`src/rtl/uart_fifo.sv`:
```
// uart_fifo: buffered UART peripheral on the 8-bit memory-mapped I/O bus.
// It has a runtime-programmable baud divisor, TX and RX FIFOs and sticky
// error flags.
//
// Register map:
//   0 BAUD_LO   divisor bits [7:0]
//   1 STATUS    {00, tx_idle, parity_err, frame_err, rx_overrun, tx_space, rx_avail}
//               Writing 1 to bits 2..4 clears them.
//   2 DATA      A write pushes to TX. A read pops RX (zero-extended).
//   3 BAUD_HI   divisor bits [15:8]
//
// Ports: clk, rst (sync, active-high), address/din/w_en/r_en bus inputs,
//        dout (registered read data), rx (async serial in), tx (serial out),
//        irq (RX data pending or any sticky error).
// Optional feature: define UART_FIFO_PARITY_EN for an even-parity bit after the data.
//
// RX states  | meaning
//   RX_IDLE   | waiting for a low sample on a tick
//   RX_START  | counting to mid start bit, then re-checking the line (glitch filter)
//   RX_DATA   | sampling data bits, LSB first
//   RX_PARITY | sampling the parity bit
//   RX_STOP   | sampling the stop bit at mid-bit
//   RX_WAIT   | after a framing error, waiting for the line to return high
// TX states  | meaning
//   TX_IDLE   | nothing to send
//   TX_START  | driving the start bit
//   TX_DATA   | driving data bits, LSB first
//   TX_PARITY | driving the parity bit
//   TX_STOP   | driving the stop bit; can chain straight into the next start bit
module uart_fifo #(
  parameter int DATA_BITS  = 8,
  parameter int OVERSAMPLE = 16,
  parameter int FIFO_DEPTH = 16,
  parameter int BAUD_RESET = 651
) (
  input  logic       clk,
  input  logic       rst,
  input  logic [7:0] address,
  input  logic [7:0] din,
  input  logic       w_en,
  input  logic       r_en,
  output logic [7:0] dout,
  input  logic       rx,
  output logic       tx,
  output logic       irq
);
  localparam int OW = $clog2(OVERSAMPLE);
  localparam int AW = $clog2(FIFO_DEPTH);
  localparam int PW = AW + 1;
  localparam logic [OW-1:0] OS_LAST  = OW'(OVERSAMPLE - 1);
  localparam logic [OW-1:0] OS_HALF  = OW'(OVERSAMPLE / 2 - 1);
  localparam logic [2:0]    BIT_LAST = 3'(DATA_BITS - 1);
  localparam logic [PW-1:0] DEPTH    = PW'(FIFO_DEPTH);

  typedef enum logic [2:0] {RX_IDLE, RX_START, RX_DATA, RX_PARITY, RX_STOP, RX_WAIT} rx_state_t;
  typedef enum logic [2:0] {TX_IDLE, TX_START, TX_DATA, TX_PARITY, TX_STOP} tx_state_t;

  logic [15:0] div_q, div_d, presc_q, presc_d;
  logic [1:0] sync_q, sync_d;
  rx_state_t rx_st_q, rx_st_d;
  tx_state_t tx_st_q, tx_st_d;
  logic [OW-1:0] rx_cnt_q, rx_cnt_d, tx_cnt_q, tx_cnt_d;
  logic [2:0] rx_bit_q, rx_bit_d, tx_bit_q, tx_bit_d;
  logic [DATA_BITS-1:0] rx_sh_q, rx_sh_d, tx_sh_q, tx_sh_d;
  logic tx_q, tx_d, irq_q, irq_d, ovr_q, ovr_d, fe_q, fe_d, pe_q, pe_d;
  logic [7:0] dout_q, dout_d;
  logic [PW-1:0] tx_wp_q, tx_wp_d, tx_rp_q, tx_rp_d, rx_wp_q, rx_wp_d, rx_rp_q, rx_rp_d;
  logic [DATA_BITS-1:0] tx_mem_q [FIFO_DEPTH];
  logic [DATA_BITS-1:0] rx_mem_q [FIFO_DEPTH];
`ifdef UART_FIFO_PARITY_EN
  logic tx_par_q, tx_par_d, rx_par_q, rx_par_d, pe_set;
`endif

  logic tick, rx_s, tx_empty, tx_full, rx_empty, rx_full, tx_idle;
  logic tx_start, tx_pop, tx_push, rx_push, rx_pop, rx_push_ok, ovr_set, fe_set;
  logic [2:0] clr;
  logic [7:0] status;

  always_comb begin
    div_d = div_q;
    sync_d = {sync_q[0], rx};
    rx_s = sync_q[1];
    rx_st_d = rx_st_q; rx_cnt_d = rx_cnt_q; rx_bit_d = rx_bit_q; rx_sh_d = rx_sh_q;
    tx_st_d = tx_st_q; tx_cnt_d = tx_cnt_q; tx_bit_d = tx_bit_q; tx_sh_d = tx_sh_q;
    tx_d = tx_q;
    dout_d = dout_q;
    rx_push = 1'b0;
    fe_set = 1'b0;
`ifdef UART_FIFO_PARITY_EN
    tx_par_d = tx_par_q;
    rx_par_d = rx_par_q;
    pe_set = 1'b0;
`endif

    // Prescaler: a bus write to either divisor byte restarts the count.
    tick = (presc_q == div_q);
    presc_d = tick ? 16'd0 : presc_q + 16'd1;
    if (w_en && address == 8'd0) div_d[7:0] = din;
    if (w_en && address == 8'd3) div_d[15:8] = din;
    if (w_en && (address == 8'd0 || address == 8'd3)) presc_d = 16'd0;

    tx_empty = (tx_wp_q == tx_rp_q);
    tx_full  = ((tx_wp_q - tx_rp_q) == DEPTH);
    rx_empty = (rx_wp_q == rx_rp_q);
    rx_full  = ((rx_wp_q - rx_rp_q) == DEPTH);
    tx_idle  = tx_empty && (tx_st_q == TX_IDLE);
    status   = {2'b00, tx_idle, pe_q, fe_q, ovr_q, ~tx_full, ~rx_empty};

    // TX: a new frame starts from IDLE or directly at the end of a stop bit.
    tx_start = tick && !tx_empty &&
               (tx_st_q == TX_IDLE || (tx_st_q == TX_STOP && tx_cnt_q == '0));
    tx_pop = tx_start;
    if (tick) begin
      case (tx_st_q)
        TX_START: begin
          if (tx_cnt_q == '0) begin
            tx_st_d = TX_DATA; tx_d = tx_sh_q[0]; tx_cnt_d = OS_LAST; tx_bit_d = 3'd0;
          end else tx_cnt_d = tx_cnt_q - OW'(1);
        end
        TX_DATA: begin
          if (tx_cnt_q == '0) begin
            tx_cnt_d = OS_LAST;
            if (tx_bit_q == BIT_LAST) begin
`ifdef UART_FIFO_PARITY_EN
              tx_st_d = TX_PARITY; tx_d = tx_par_q;
`else
              tx_st_d = TX_STOP; tx_d = 1'b1;
`endif
            end else begin
              tx_bit_d = tx_bit_q + 3'd1;
              tx_sh_d = tx_sh_q >> 1;
              tx_d = tx_sh_q[1];
            end
          end else tx_cnt_d = tx_cnt_q - OW'(1);
        end
        TX_PARITY: begin
          if (tx_cnt_q == '0) begin
            tx_st_d = TX_STOP; tx_d = 1'b1; tx_cnt_d = OS_LAST;
          end else tx_cnt_d = tx_cnt_q - OW'(1);
        end
        TX_STOP: begin
          if (tx_cnt_q == '0) tx_st_d = TX_IDLE;
          else tx_cnt_d = tx_cnt_q - OW'(1);
        end
        default: ;
      endcase
    end
    if (tx_start) begin
      tx_sh_d = tx_mem_q[tx_rp_q[AW-1:0]];
      tx_d = 1'b0; tx_st_d = TX_START; tx_cnt_d = OS_LAST;
`ifdef UART_FIFO_PARITY_EN
      tx_par_d = ^tx_mem_q[tx_rp_q[AW-1:0]];
`endif
    end
    tx_push = w_en && address == 8'd2 && (!tx_full || tx_pop);

    // RX
    if (tick) begin
      case (rx_st_q)
        RX_IDLE: if (!rx_s) begin rx_st_d = RX_START; rx_cnt_d = OS_HALF; end
        RX_START: begin
          if (rx_cnt_q == '0) begin
            rx_st_d = rx_s ? RX_IDLE : RX_DATA; rx_cnt_d = OS_LAST; rx_bit_d = 3'd0;
          end else rx_cnt_d = rx_cnt_q - OW'(1);
        end
        RX_DATA: begin
          if (rx_cnt_q == '0) begin
            rx_sh_d = {rx_s, rx_sh_q[DATA_BITS-1:1]};
            rx_cnt_d = OS_LAST;
            rx_bit_d = rx_bit_q + 3'd1;
`ifdef UART_FIFO_PARITY_EN
            if (rx_bit_q == BIT_LAST) rx_st_d = RX_PARITY;
`else
            if (rx_bit_q == BIT_LAST) rx_st_d = RX_STOP;
`endif
          end else rx_cnt_d = rx_cnt_q - OW'(1);
        end
        RX_PARITY: begin
          if (rx_cnt_q == '0) begin
`ifdef UART_FIFO_PARITY_EN
            rx_par_d = rx_s;
`endif
            rx_st_d = RX_STOP; rx_cnt_d = OS_LAST;
          end else rx_cnt_d = rx_cnt_q - OW'(1);
        end
        RX_STOP: begin
          if (rx_cnt_q == '0) begin
            if (rx_s) begin
              rx_push = 1'b1; rx_st_d = RX_IDLE;
`ifdef UART_FIFO_PARITY_EN
              pe_set = ^{rx_sh_q, rx_par_q};
`endif
            end else begin
              fe_set = 1'b1; rx_st_d = RX_WAIT;
            end
          end else rx_cnt_d = rx_cnt_q - OW'(1);
        end
        RX_WAIT: if (rx_s) rx_st_d = RX_IDLE;
        default: rx_st_d = RX_IDLE;
      endcase
    end
    rx_pop = r_en && address == 8'd2 && !rx_empty;
    // A bus pop in the same cycle frees the slot, so a push into a full FIFO still lands.
    rx_push_ok = rx_push && (!rx_full || rx_pop);
    ovr_set = rx_push && !rx_push_ok;

    tx_wp_d = tx_push ? tx_wp_q + PW'(1) : tx_wp_q;
    tx_rp_d = tx_pop  ? tx_rp_q + PW'(1) : tx_rp_q;
    rx_wp_d = rx_push_ok ? rx_wp_q + PW'(1) : rx_wp_q;
    rx_rp_d = rx_pop ? rx_rp_q + PW'(1) : rx_rp_q;

    // Sticky flags: a hardware set wins over a same-cycle bus clear.
    clr = (w_en && address == 8'd1) ? din[4:2] : 3'b000;
    ovr_d = (ovr_q & ~clr[0]) | ovr_set;
    fe_d  = (fe_q & ~clr[1]) | fe_set;
`ifdef UART_FIFO_PARITY_EN
    pe_d  = (pe_q & ~clr[2]) | pe_set;
`else
    pe_d  = 1'b0;
`endif

    if (r_en) begin
      case (address)
        8'd0: dout_d = div_q[7:0];
        8'd1: dout_d = status;
        8'd2: dout_d = rx_pop ? 8'(rx_mem_q[rx_rp_q[AW-1:0]]) : 8'd0;
        8'd3: dout_d = div_q[15:8];
        default: dout_d = 8'd0;
      endcase
    end

    irq_d = (rx_wp_d != rx_rp_d) | ovr_d | fe_d | pe_d;
  end

  always_ff @(posedge clk) begin
    if (tx_push) tx_mem_q[tx_wp_q[AW-1:0]] <= din[DATA_BITS-1:0];
    if (rx_push_ok) rx_mem_q[rx_wp_q[AW-1:0]] <= rx_sh_q;
  end

  always_ff @(posedge clk) begin
    if (rst) begin
      div_q <= 16'(BAUD_RESET); presc_q <= '0; sync_q <= 2'b11;
      rx_st_q <= RX_IDLE; rx_cnt_q <= '0; rx_bit_q <= '0; rx_sh_q <= '0;
      tx_st_q <= TX_IDLE; tx_cnt_q <= '0; tx_bit_q <= '0; tx_sh_q <= '0;
      tx_q <= 1'b1; irq_q <= 1'b0; dout_q <= '0;
      ovr_q <= 1'b0; fe_q <= 1'b0; pe_q <= 1'b0;
      tx_wp_q <= '0; tx_rp_q <= '0; rx_wp_q <= '0; rx_rp_q <= '0;
`ifdef UART_FIFO_PARITY_EN
      tx_par_q <= 1'b0; rx_par_q <= 1'b0;
`endif
    end else begin
      div_q <= div_d; presc_q <= presc_d; sync_q <= sync_d;
      rx_st_q <= rx_st_d; rx_cnt_q <= rx_cnt_d; rx_bit_q <= rx_bit_d; rx_sh_q <= rx_sh_d;
      tx_st_q <= tx_st_d; tx_cnt_q <= tx_cnt_d; tx_bit_q <= tx_bit_d; tx_sh_q <= tx_sh_d;
      tx_q <= tx_d; irq_q <= irq_d; dout_q <= dout_d;
      ovr_q <= ovr_d; fe_q <= fe_d; pe_q <= pe_d;
      tx_wp_q <= tx_wp_d; tx_rp_q <= tx_rp_d; rx_wp_q <= rx_wp_d; rx_rp_q <= rx_rp_d;
`ifdef UART_FIFO_PARITY_EN
      tx_par_q <= tx_par_d; rx_par_q <= rx_par_d;
`endif
    end
  end

  assign tx   = tx_q;
  assign irq  = irq_q;
  assign dout = dout_q;
endmodule

```
`config.mk`:
```
export PLATFORM = sky130hd
export DESIGN_NAME = uart_fifo
export DESIGN_NICKNAME = d
export VERILOG_FILES = /design/src/rtl/uart_fifo.sv
export SDC_FILE = /design/constraint.sdc
export NUM_CORES = 1
export LEC_CHECK = 0
export CAP_MARGIN = 20
export CORE_UTILIZATION = 45
export CTS_CLUSTER_DIAMETER = 100
export DETAILED_ROUTE_END_ITERATION = 6
export PLACE_DENSITY = 0.62
export SYNTH_ARGS = -nofsm -noshare
export SYNTH_HDL_FRONTEND = slang
export SYNTH_SLANG_ARGS = --single-unit
```
`constraint.sdc`:
```
create_clock -name clk -period 8.32 [get_ports clk]
set_input_delay 1.248 -clock clk [delete_from_list [all_inputs] [get_ports clk]]
set_output_delay 1.248 -clock clk [all_outputs]
set_load 0.02 [all_outputs]
```
**After elaboration in Yosys (flattened, before gate mapping)**

Memories as Yosys holds them, arrays and structs flattened. A register that Yosys moved wholly into a read port is not among the register bits.
Cells that the tools add are included.

- Flip-flop bits (word level): 102
- RAM bits: 256
- Input bits: 21
- Output and inout port bits: 10
- Word-level logic and storage cells: 203
- Memories kept: 2

- Add/sub/neg operators: 11
- Equality and inequality tests: 41
- Muxes and demuxes: 65
- Bitwise gates (word level): 10
- Reduce and logical (&&, ||, !) cells: 52

Memories:

| name | words | bits a word | read ports | clocked after memory_dff | wr ports | line | RTL |
|---|---|---|---|---|---|---|---|
| rx_mem_q | 16 | 8 | 1 | 1 | 1 | 69 | `logic [DATA_BITS-1:0] rx_mem_q [FIFO_DEPTH];` |
| tx_mem_q | 16 | 8 | 1 | 1 | 1 | 68 | `logic [DATA_BITS-1:0] tx_mem_q [FIFO_DEPTH];` |

Operators with widths:

| cell | number |
|---|---|
| two-way mux 3 bit | 17 |
| two-way mux 8 bit | 6 |
| two-way mux 4 bit | 10 |
| one-hot mux 8 bit (4 select lines) | 1 |
| inequality test 2 bit (second input constant) | 14 |
| adder 5 x 1 -> 5 bit (second input constant) | 4 |
| two-way mux 1 bit | 20 |
| one-hot mux 3 bit (6 select lines) | 1 |
| adder 16 x 1 -> 16 bit (second input constant) | 1 |
| equality test 16 bit | 1 |
| equality test 8 x 2 -> 1 bit (second input constant) | 2 |
| equality test 3 bit (second input constant) | 5 |
| inequality test 3 bit (second input constant) | 5 |
| logical AND 1 bit | 14 |
| AND reduction 7 bit | 2 |
| equality test 3 x 2 -> 1 bit (second input constant) | 4 |
| one-hot mux 3 bit (2 select lines) | 2 |
| one-hot mux 3 bit (4 select lines) | 1 |
| one-hot mux 4 bit (3 select lines) | 1 |
| AND reduction 4 bit | 3 |
| equality test 5 bit | 2 |
| equality test 5 bit (second input constant) | 2 |
| two-way mux 5 bit | 2 |
| AND reduction 5 bit | 2 |
| other kinds (27) | 57 |

**Depth between registers and ports, before layout**

- Word-level depth: 10
- Mapped depth: 12
- Mapped depth without buffers: 10

**Worst setup path before layout**

No wires, ideal clock.

- Path type: input-to-reg
- Start: input port address[3]
- End: memory tx_mem_q[3][0], enable pin
- Library setup time: 383 ps
- Arrival time: 3165 ps
- Required time: 7937 ps
- Slack: 4772 ps
- Cell stages on the path: 6
- Path buffers: 0
- Cells stage by stage: nor4_2 > nor3b_1 > nand2_1 > a211oi_4 > nand2_1 > nor3_1

- Longest elaborated chain between the ends: 5

RTL lines:

| element | line | RTL |
|---|---|---|
| start: declaration | 38 | `input logic [7:0] address,` |
| equality test 8 x 2 -> 1 bit | 155 | `tx_push = w_en && address == 8'd2 && (!tx_full \|\| tx_pop);` |
| logical AND 1 bit (2 in a row) | 155 |  |
| two-way mux 1 bit | 236 | `if (tx_push) tx_mem_q[tx_wp_q[AW-1:0]] <= din[DATA_BITS-1:0];` |
| two-way mux 1 bit (implied by the code) | 236 |  |
| end: declaration | 68 |  |

Every way passes these cells.

**Worst setup path in the final report**

- Start: input port address[3]
- End: memory tx_mem_q[3][7], enable pin

The elaborated chain is that of the path after synthesis.

==> run metrics <==
slew margin rel. 0.282; Leakage 5.67 nW; Slowest Stage Delay on Critical Path 0.81 ns; worst-margin pin slew 1.07 ns; Top delay family on crit path simple AND/OR/NAND/NOR gates; Die H 186 um; CTS H-tree lvls 2; largest net degree at the start of global routing 89; design area 17,300 um^2; routability cong. 0.788; Total Wirelength 33.0 mm; setup bufs post-CTS 0; critical path type in -> reg; clk root buf clkbuf_16; depth of the worst hold-timing path 1; post-synth net total 1,077; CTS tree done; total die area 34,600 um^2; antenna violations before repair 0; P&R area growth vs syn 13.8%; status finished, final reports clean; critical path startpoint category primary input; worst skew pair latency 0.54 ns; initial detailed-routing violation count 611; hold-fix buffers at CTS 0; Initial Util 0.455; R2R Setup Slk 4.05 ns; fmax 232 MHz; synth warn 0; IO Count 31; Worst R2R Path Depth 7; unrepaired setup endpoints after global routing false; n_diodes 0; number of distinct library cells after synthesis 72; Clock Skew 0.0213 ns; post-layout net count 1,113; Worst VDD drop 0.000171 V; Core Area 33,400 um^2; Final Hold Fails 0; Filler Cells Inserted 2,819; Via density 5.57; CTS Buf Count 39; hold_sp sync_q[0]; Crit. End Element flip-flop; IO Port Bufs 30; Syn Std Cell Area 15,200 um^2; Cell Rows 67; register area share after synthesis 0.644; CP arrival 4.46 ns; Mapped Cells 1,030; count of state elements after synthesis 362; pre-CTS setup slack 3.39 ns; Max Fanout on Critical Path 9; PD cells 216 nW/um^2; FF-to-FF Start div_q[4]; remaining global-route overflow 0; Detail Route Antenna Nets 0; Tmin final 4.31 ns; crit-path cells clkdlybuf4s50_1 > nor4_2 > nor3b_1 > nand2_1 > a211oi_4 > nand2_1 > nor3_1; number of flops mapped to enable cells by yosys 256; worst hold-check path type reg -> reg; all-layer global routing usage 0.198; Max-Cap Viols 0; post-route setup slack 4.01 ns; crit share post-route 0.518; Die W 186 um; Hold EP sync_q[1]; Post-synth ARST share 0; CTS Sinks 362; vias in the first global route 8,487; DR vias 8,600; FF-to-FF End tx_mem_q[3][7]; TNS Setup 0 ns; dpl hpwl 22.0 mm; most frequent cell on the critical path nand2_1; Worst path slowest cell nor3_1; Routed WL per cell 21.3 um; CTS Buffer Depth 3; Post-CTS Resized 0; first-pass GRT wire length 50.4 mm; critical path buffer and inverter count 1; Avg Cell Area, Syn 14.8 um^2; Residual DRC 0; placed cell areas 16,000 um^2; Final Setup Violations 0; final slew viol count 0; drt pass-1 iters 5; Clock transition at path regs 0.06 ns; share of cells above drive strength 1 0.169; predominant post-synthesis flop cell edfxtp_1; worst endpoint required time 8.47 ns
## cell families (layout without fill, tap and decap cells)
family,count (synthesis),in the layout,synth area share
flip-flops,362,362,0.644
AND/OR/NAND/NOR,314,314,0.104
AO/OA/AOI/OAI,102,102,0.0483
multiplexers,101,101,0.132
buffers and inverters,72,139,0.0186
XOR/XNOR,53,53,0.0320
adder cells (fa/ha/maj),26,26,0.0214
## routing by layer
layer | track usage | part of all wire | vias to the layer above
li1 | - | - | 4009
met4 | 0.0623 | 0.021 | 0
met1 | 0.264 | 0.44 | 4351
met3 | 0.0313 | 0.044 | 47
met2 | 0.331 | 0.50 | 193
met5 | 0 | 0 | -
## worst max-delay path by stage
stage               slack (ns)       start  depth (start not counted)             end
floorplan                 4.77  address[3]                          6  tx_mem_q[3][0]
global placement          3.41  address[3]                          7  tx_mem_q[0][7]
detailed placement        3.39  address[3]                          7  tx_mem_q[2][2]
CTS                       3.94   div_q[14]                          7  tx_mem_q[2][2]
global route              3.75    div_q[4]                          7  tx_mem_q[3][7]
finish                    4.01  address[3]                          7  tx_mem_q[3][7]
## per-stage QoR
| stage | utilization | hold slack (ns) | instances | total power [mW] |
|---|---|---|---|---|
| finish | 0.518 | 0.428 | 1545 | 3.75 |
| global route | 0.518 | 0.442 | 1545 | 3.85 |
| CTS | 0.518 | 0.430 | 1544 | 3.79 |
| detailed placement | 0.478 | 0.394 | 1472 | 2.01 |
| global placement | 0.478 | 0.398 | 1471 | 2.01 |
| floorplan | - | 0.389 | 1030 | 1.98 |
## synth_stat cells (6+ instances only)
master | count | area (um^2)
a21oi_1 | 37 | 185
buf_2 | 6 | 30.0
clkbuf_1 | 38 | 143
dfxtp_1 | 106 | 2120
edfxtp_1 | 256 | 7690
ha_1 | 26 | 325
inv_1 | 22 | 82.6
mux2i_1 | 20 | 200
mux4_2 | 80 | 1800
nand2_1 | 61 | 229
nand2b_1 | 12 | 75.1
nand3_1 | 17 | 85.1
nand4_1 | 13 | 81.3
nor2_1 | 125 | 469
nor2b_1 | 11 | 68.8
nor3_1 | 26 | 130
o22ai_1 | 7 | 43.8
or2_2 | 6 | 37.5
or3_1 | 6 | 37.5
xnor2_1 | 17 | 149
xor2_1 | 34 | 298
## layout by cell type (no fill, tap or decap), types with 4 or more instances in the layout
| master | Yosys | routed |
|---|---|---|
| edfxtp_1 | 256 | 256 |
| nor2_1 | 125 | 125 |
| dfxtp_1 | 106 | 104 |
| mux4_2 | 80 | 80 |
| nand2_1 | 61 | 61 |
| clkbuf_16 | 0 | 40 |
| a21oi_1 | 37 | 37 |
| xor2_1 | 34 | 34 |
| clkdlybuf4s50_1 | 0 | 29 |
| ha_1 | 26 | 26 |
| nor3_1 | 26 | 25 |
| inv_1 | 22 | 22 |
| mux2i_1 | 20 | 20 |
| nand3_1 | 17 | 17 |
| xnor2_1 | 17 | 17 |
| nand4_1 | 13 | 13 |
| buf_4 | 1 | 13 |
| nand2b_1 | 12 | 12 |
| nor2b_1 | 11 | 11 |
| clkbuf_1 | 38 | 10 |
| o22ai_1 | 7 | 7 |
| clkinv_2 | 0 | 7 |
| or3_1 | 6 | 6 |
| or2_2 | 6 | 6 |
| o21ai_0 | 5 | 5 |
| a221oi_1 | 5 | 5 |
| nor3b_1 | 5 | 5 |
| a211oi_1 | 5 | 5 |
| a211o_1 | 5 | 5 |
| bufinv_16 | 0 | 5 |
| nor4_2 | 4 | 4 |
| and4_1 | 4 | 4 |
| and2_1 | 4 | 4 |
| clkbuf_8 | 0 | 4 |
## flip-flops by register name, summed over array words and instances (netlist names), 2 cells and up, named ones only
register / count
rx_cnt_q: 4
sync_q: 2
rx_bit_q: 3
presc_q: 16
tx_wp_q: 5
tx_rp_q: 5
tx_bit_q: 3
div_q: 16
rx_sh_q: 8
tx_st_q: 3
rx_mem_q: 128
tx_sh_q: 8
tx_cnt_q: 4
rx_wp_q: 5
rx_st_q: 3
tx_mem_q: 128
dout: 8
rx_rp_q: 5
## layout make-up
cell class | count | area, um^2 | area share
flip-flops and latches | 362 | 9810 | 0.566
multi-input cells | 596 | 5140 | 0.297
clock buffers | 54 | 1090 | 0.0631
well taps | 448 | 561 | 0.0323
repair buffers | 44 | 400 | 0.0231
clock inverters | 18 | 238 | 0.0137
inverters | 23 | 86.3 | 0.00498
## where the power goes
part	switching [mW]	internal (mW)	leakage, nW
combinational	0.0341	0.0153	1.83
clock	0.700	1.08	0.649
sequential	0.00299	1.92	3.19
Power figures use the tool's default switching activity.
